$ cat src/rtl/exec_ctrl_pkg.sv
// Shared definitions for the execution step controller.
// Holds the FSM state encoding, the default halt opcode and the default widths/rates.
package exec_ctrl_pkg;

    typedef enum logic [1:0] {
        IDLE = 2'd0,
        STEP = 2'd1,
        RUN  = 2'd2,
        HALT = 2'd3
    } exec_state_t;

    localparam logic [5:0]  DEFAULT_HALT_OP = 6'b111111;
    localparam int unsigned STEP_CNT_W      = 16;
    localparam int unsigned DEFAULT_RUN_DIV = 1000;

endpackage

$ cat src/rtl/rate_divider.sv
// Free-running modulo-RUN_DIV counter that paces free-run execution.
// tick is high for the single cycle in which the count sits at RUN_DIV-1.
module rate_divider #(
    parameter int unsigned RUN_DIV = 1000
) (
    input  logic clk,
    input  logic clr,
    output logic tick
);

    localparam int unsigned DIV_W = (RUN_DIV > 2) ? $clog2(RUN_DIV) : 1;
    localparam logic [DIV_W-1:0] LAST = DIV_W'(RUN_DIV - 1);

    logic [DIV_W-1:0] count;

    // NOTE: sequential state is always updated with <= so every flop samples pre-edge values.
    always_ff @(posedge clk) begin
        if (clr) begin
            count <= '0;
        end else if (count == LAST) begin
            count <= '0;
        end else begin
            count <= count + DIV_W'(1);
        end
    end

    assign tick = (count == LAST);

endmodule

$ cat src/rtl/exec_step_controller.sv
// Step sequencer for the single-cycle CPU: manual single-step, paced free-run and halt detection.
// Optional breakpoint support is compiled in when EXEC_BREAKPOINT_EN is defined.
module exec_step_controller
    import exec_ctrl_pkg::*;
#(
    parameter int unsigned RUN_DIV = DEFAULT_RUN_DIV,
    parameter int unsigned CNT_W   = STEP_CNT_W,
    parameter logic [5:0]  HALT_OP = DEFAULT_HALT_OP
) (
    input  logic             clk,
    input  logic             RST,
    input  logic             key_pulse,
    input  logic             run_sel,
    input  logic [5:0]       op,
    input  logic [31:0]      pc,
`ifdef EXEC_BREAKPOINT_EN
    input  logic [31:0]      bp_addr,
    input  logic             bp_valid,
    output logic             bp_hit,
`endif
    output logic             step_en,
    output logic             halted,
    output logic [1:0]       state,
    output logic [CNT_W-1:0] step_count
);

    exec_state_t state_q;
    exec_state_t state_d;
    logic        pulse_d;
    logic        tick;
    logic        bp_take;

    // Divider is held at zero outside RUN so every entry starts a fresh RUN_DIV interval.
    rate_divider #(
        .RUN_DIV (RUN_DIV)
    ) u_rate_divider (
        .clk  (clk),
        .clr  (RST | (state_q != RUN)),
        .tick (tick)
    );

`ifdef EXEC_BREAKPOINT_EN
    logic first_decision;

    assign bp_take = (state_q == RUN) && run_sel && !key_pulse && tick &&
                     bp_valid && (pc == bp_addr) && !first_decision;

    // The first decision point after entering RUN skips the breakpoint so resume makes progress.
    always_ff @(posedge clk) begin
        if (RST) begin
            first_decision <= 1'b1;
            bp_hit         <= 1'b0;
        end else begin
            if (state_q != RUN) begin
                first_decision <= 1'b1;
            end else if (tick) begin
                first_decision <= 1'b0;
            end
            if (bp_take) begin
                bp_hit <= 1'b1;
            end else if (key_pulse) begin
                bp_hit <= 1'b0;
            end
        end
    end
`else
    logic unused_pc;

    assign bp_take   = 1'b0;
    assign unused_pc = ^pc;
`endif

    // NOTE: every signal written here gets a default first, so no path can infer a latch.
    always_comb begin
        state_d = state_q;
        pulse_d = 1'b0;
        unique case (state_q)
            IDLE: begin
                if (key_pulse) begin
                    if (run_sel) begin
                        state_d = RUN;
                    end else if (op == HALT_OP) begin
                        state_d = HALT;
                    end else begin
                        state_d = STEP;
                        pulse_d = 1'b1;
                    end
                end
            end
            STEP: state_d = IDLE;
            RUN: begin
                // A pause request outranks the decision point: no pulse is issued.
                if (key_pulse || !run_sel) begin
                    state_d = IDLE;
                end else if (tick) begin
                    if (bp_take) begin
                        state_d = IDLE;
                    end else if (op == HALT_OP) begin
                        state_d = HALT;
                    end else begin
                        pulse_d = 1'b1;
                    end
                end
            end
            HALT:    state_d = HALT;
            default: state_d = IDLE;
        endcase
    end

    always_ff @(posedge clk) begin
        if (RST) begin
            state_q    <= IDLE;
            step_en    <= 1'b0;
            halted     <= 1'b0;
            step_count <= '0;
        end else begin
            state_q <= state_d;
            step_en <= pulse_d;
            halted  <= (state_d == HALT);
            if (pulse_d && (step_count != '1)) begin
                step_count <= step_count + CNT_W'(1);
            end
        end
    end

    assign state = state_q;

endmodule

$ cat config.mk
export PLATFORM = sky130hd
export DESIGN_NAME = exec_step_controller
export DESIGN_NICKNAME = d
export VERILOG_FILES = /design/src/rtl/exec_ctrl_pkg.sv /design/src/rtl/rate_divider.sv /design/src/rtl/exec_step_controller.sv
export SDC_FILE = /design/constraint.sdc
export NUM_CORES = 1
export LEC_CHECK = 0
export BUFFER_PORTS_ARGS = -buffer_cell sky130_fd_sc_hd__buf_2
export CORE_AREA = 2 2 52 66
export CTS_CLUSTER_DIAMETER = 60
export DETAILED_ROUTE_END_ITERATION = 10
export DIE_AREA = 0 0 54 68
export PLACE_DENSITY = 0.81
export RECOVER_POWER = 100
export SLEW_MARGIN = 15
export SYNTH_ARGS = -nofsm -noshare
export SYNTH_HDL_FRONTEND = slang
export SYNTH_SLANG_ARGS = --single-unit
$ cat constraint.sdc
create_clock -name clk -period 4.4 [get_ports clk]
set_input_delay 0.88 -clock clk [delete_from_list [all_inputs] [get_ports clk]]
set_output_delay 0.88 -clock clk [all_outputs]
set_load 0.005 [all_outputs]
==> metrics.txt, run 1 <==
CP Max Fanout=33; first-pass GRT wire length=4720 um; Post-DRT Antenna Nets=0; violated checks=max-capacitance violations, max-slew violations; detailed-route DRC error count=0; WP data arrival=3180 ps; met3 routed WL=169 um; FFs w/ async S/R, synth=0; Post-Route WL=2930 um; DIE HEIGHT=68 um; placed cell count=228; flops & latches, synth=30; EDFF count, synth=0; # Post-CTS Setup Buffers=0; Root Driver=clkbuf_8; DR WL met2=1460 um; Die ar.=3670 um2; Hold WC Path Type=flip-flop to flip-flop; WP data required=4620 ps; CTS sink cnt=30; Via-to-Cell Ratio=5.80; Final setup viols=0; FMAX=337 MHz; total gr overflow=0; syn_nets=214; Multi-input gate area=797 um2; CTS Hold Buffers Added=0; Final Critical Period=2970 ps; VDD IR max=0.215 mV; Filler Cell Count=301; Pwr Density=307 nW/um2; Tot Pwr=0.000514 W; commonest cells after routing, fill and taps aside=dfxtp_1 (30), a21oi_1 (17), nor2_1 (16); routed via count=1358; IO Pins=62; CORE AREA=3110 um2; initial drt markers=43; share of cells above drive strength 1=0.132; H-tree depth=2; clock latency at the later pin of the worst-skew pair=280 ps; routability congestion estimate=0.788; number of antenna violations at the first check in global routing=0; Seq/Total Area, Yosys=0.408; ant diodes=0; CTS tree=done; sequential cell area=601 um2; Syn Inst Count=170; Routed WL per cell=12.5 um; highest routed layer=met4; Layout area overhead=13.7%; vias in the first global route=1162; Final Cycle Share=0.675; die width=54 um; Final #Nets=242; Initial Util=0.473; Crit Path Category=input port to flip-flop; Std-Cell Rows=23; Distinct cells, synth=42; DRT Pass-1 Iters=4; Syn Area/Cell=8.66 um2; Fin Setup TNS=0 ps; CP endpoint kind=flip-flop; clock transition at the registers of the reported paths=60 ps; most common cell after layout, fill and taps aside=dfxtp_1; post_cts resized=0; Netlist Area Pre-Place=1470 um2; RSZ-0062 raised after global routing=false; main flop type after synthesis=dfxtp_1; Ys Warns=0; Cell Count, Final, Fillers Out=234; number of max-cap violations=1; leakage=0.527 nW; clock skew=8.22 ps; Total GRT Usage=0.178; IO buf count=29; final slew viol count=34; M1 WL=1250 um; DP HPWL=2080 um; Final Hold Viols=0; status=complete, but fails checks; CP Launch Type=input port; clock buffer count from CTS=5; Slew HR=-0.349; largest net degree at the start of global routing=34; clk buf depth=2; Worst Tran Pin Value=2020 ps
[synth_stat cells, types with 2 or more instances]
cell       n  area [um2]
and3_1     3        18.8
clkbuf_1   5        18.8
inv_1      5        18.8
xor2_1     6        52.6
nand3_1    9        45.0
nor2b_1    2        12.5
or4b_1     3        30.0
buf_6      2        22.5
and2_1     3        18.8
dfxtp_1   30         601
or4_1      8        60.1
o31ai_1    9        67.6
nand2_1   11        41.3
ha_1       2        25.0
nor3_1     2        10.0
or3_1      3        18.8
a21oi_1   17        85.1
o21ai_0    3        15.0
nor2_1    16        60.1
nand4_1    7        43.8
o41ai_1    3        26.3
[where the power goes]
group | internal (W) | switching (W)
registers | 0.000275 | 0.00000307
clock network | 0.000120 | 0.0000928
logic | 0.00000884 | 0.0000144
[final cells by class]
class,instances,area share
inverters,5,0.0112
multi-input cells,127,0.476
flip-flops and latches,30,0.359
repair buffers,29,0.0763
well taps,37,0.0277
clock buffers,6,0.0494
[per-layer routing]
layer,vias up,track usage
met5,-,0
met4,0,0.0781
met3,6,0.0677
met2,31,0.308
met1,629,0.188
li1,692,-
[logic make-up (layout without fill, tap and decap cells)]
kind of cell | after synthesis | count (layout) | share of synthesized area
and+or+nand+nor | 78 | 78 | 0.315
AOI/OAI and AO/OA | 40 | 40 | 0.173
DFF | 30 | 30 | 0.408
adders and majority gates | 2 | 2 | 0.0170
buffers and inverters | 13 | 40 | 0.0459
xor gates and xnor gates | 7 | 7 | 0.0417
[worst paths after layout]
check                     startpoint                      end  slack [ps]  depth (start not counted)
min reg2reg  u_rate_divider.count[0]  u_rate_divider.count[0]         480                          1
max                        key_pulse            step_count[0]        1430                          6
min          u_rate_divider.count[0]  u_rate_divider.count[0]         480                          1
max reg2reg  u_rate_divider.count[0]            step_count[0]        1490                          6
[state kept, by name (all words and copies together) (netlist names)]
register,count
step_en,1
u_rate_divider.count,10
halted,1
state,2
step_count,16
[critical path, cell delays in order]
cell and delay [ps]:
buf_2 110, nand4bb_1 120, nor4_1 50, o22ai_1 1510, o21ai_0 310, a21oi_1 200
[metrics by stage]
stage | hold WS [ps] | util | setup slack (ps) | instance area, um2
3_5_place_dp | 475 | 0.521 | 1790 | 1620
2_1_floorplan | 442 | - | 2210 | 1470
3_3_place_gp | 468 | 0.521 | 1820 | 1620
6_report | 482 | 0.538 | 1430 | 1670
5_1_grt | 504 | 0.538 | 1170 | 1670
4_1_cts | 488 | 0.548 | 2020 | 1700
Note: power is estimated with default switching activity, not from simulation.
==> inputs of run 2 (changes only) <==
- CORE_AREA: 2 2 52 66 -> 2 2 56 72
- DIE_AREA: 0 0 54 68 -> 0 0 58 74
- PLACE_DENSITY: 0.81 -> 0.72
- clock period: 4.4 -> 2.6 ns (I/O delays scaled with it)
==> metrics.txt, run 2 (synthesized netlist as in run 1, its figures left out) <==
status=finished, final reports clean; Post-Route WL=3280 um; WP data arrival=2580 ps; CP Launch Type=flip-flop; max FFs per register=16; clock buffer count from CTS=5; Std-Cell Rows=25; detailed-route DRC error count=0; DIE HEIGHT=74 um; leakage=0.593 nW; CTS Hold Buffers Added=0; IO Pins=62; die width=58 um; final slew viol count=0; Die ar.=4290 um2; Fin Setup TNS=0 ps; pre-CTS WS=335 ps; sequential cell area=601 um2; # Post-CTS Setup Buffers=0; largest net degree at the start of global routing=27; DP HPWL=2300 um; CP endpoint kind=flip-flop; clock skew=6.15 ps; vias in the first global route=1373; number of max-cap violations=0; crit-path max cell delay=620 ps; CTS tree=done; WP data required=2820 ps; ant diodes=0; Root Driver=clkbuf_8; cells on worst reg2reg path=6; share of cells above drive strength 1=0.191; reg2reg end=step_count[4]; routed via count=1417; VDD IR max=0.539 mV; Placed Area=1660 um2; Core Util, Final=0.482; Initial Util=0.406; Final Cycle Share=0.911; Multi-input gate area=803 um2; hold path depth=1; critical path, cell by cell=ha_1 -> nand4b_1 -> nor4_1 -> o22ai_2 -> or4_1 -> a21oi_1; clock latency at the later pin of the worst-skew pair=290 ps; Final Critical Period=2370 ps; first-pass GRT wire length=5730 um; routability congestion estimate=0.803; Final Hold Viols=0; most common cell after layout, fill and taps aside=dfxtp_1; Via-to-Cell Ratio=5.81; CORE AREA=3630 um2; Hold WC Path Type=flip-flop to flip-flop; worst hold slack=487 ps; number of antenna violations at the first check in global routing=0; Routed WL per cell=13.4 um; initial drt markers=83; Post-DRT Antenna Nets=0; M1 WL=1380 um; Critical Path Start=u_rate_divider.count[1]; post_cts resized=0; cell area after layout=1750 um2; Crit Path Category=flip-flop to flip-flop; Pwr Density=556 nW/um2; total gr overflow=0; DR WL met2=1660 um; final worst setup slack=231 ps; CP max stage cell=or4_1; commonest cells after routing, fill and taps aside=dfxtp_1 (30), buf_2 (22), a21oi_1 (17); Slew HR=0.357; CTS sink cnt=30; Total GRT Usage=0.173; Worst Tran Pin Value=965 ps; highest routed layer=met4; clk buf depth=2; RSZ-0062 raised after global routing=false; clock transition at the registers of the reported paths=60 ps; Final #Nets=247; DRT Pass-1 Iters=6; IO buf count=29; met3 routed WL=160 um; worst reg2reg startpoint=u_rate_divider.count[1]; CP Max Fanout=26; setup slack, reg-to-reg=230 ps; H-tree depth=2; Filler Cell Count=368; Largest Register=step_count; Final setup viols=0; Layout area overhead=18.8%; CP endpoint=step_count[4]; FMAX=422 MHz
## run 2: worst min path at each step
stage	slack, ps	start	end
after floorplan	440	u_rate_divider.count[0]	u_rate_divider.count[0]
after global placement	470	u_rate_divider.count[9]	u_rate_divider.count[9]
after detailed placement	490	step_count[14]	step_count[14]
after CTS	490	step_count[14]	step_count[14]
after global routing	520	u_rate_divider.count[9]	u_rate_divider.count[9]
final	490	step_count[14]	step_count[14]
## run 2: cell type report
type | instances | share of cell area
multi-input cells | 127 | 0.460
flip-flops and latches | 30 | 0.344
repair buffers | 34 | 0.0952
clock buffers | 5 | 0.0394
well taps | 40 | 0.0286
clock inverters | 3 | 0.0229
inverters | 5 | 0.0107
## run 2: metrics by stage
step                std cells  power (W)
floorplan                 170   0.000506
global placement          236   0.000524
detailed placement        236   0.000525
CTS                       244   0.000988
global route              244    0.00102
finish                    244   0.000972
## run 2: worst max-delay path: cells and delay by family, from the launching register on
| family | cells | cell delay (ps) |
|---|---|---|
| DFF | 1 | 390 |
| and+or+nand+nor | 3 | 1170 |
| AOI/OAI and AO/OA | 2 | 550 |
| adders and majority gates | 1 | 200 |
## run 2: per-layer routing
metal	global-route usage	vias to the layer above
met5	0	-
met4	0.0930	0
met3	0.0504	8
met2	0.306	42
met1	0.186	665
li1	-	702
## run 2: power by group
part	internal, W	switching, W	total, W
combinational	0.0000169	0.0000262	0.0000431
sequential	0.000464	0.00000523	0.000470
clock	0.000281	0.000178	0.000459
total	0.000763	0.000209	0.000972
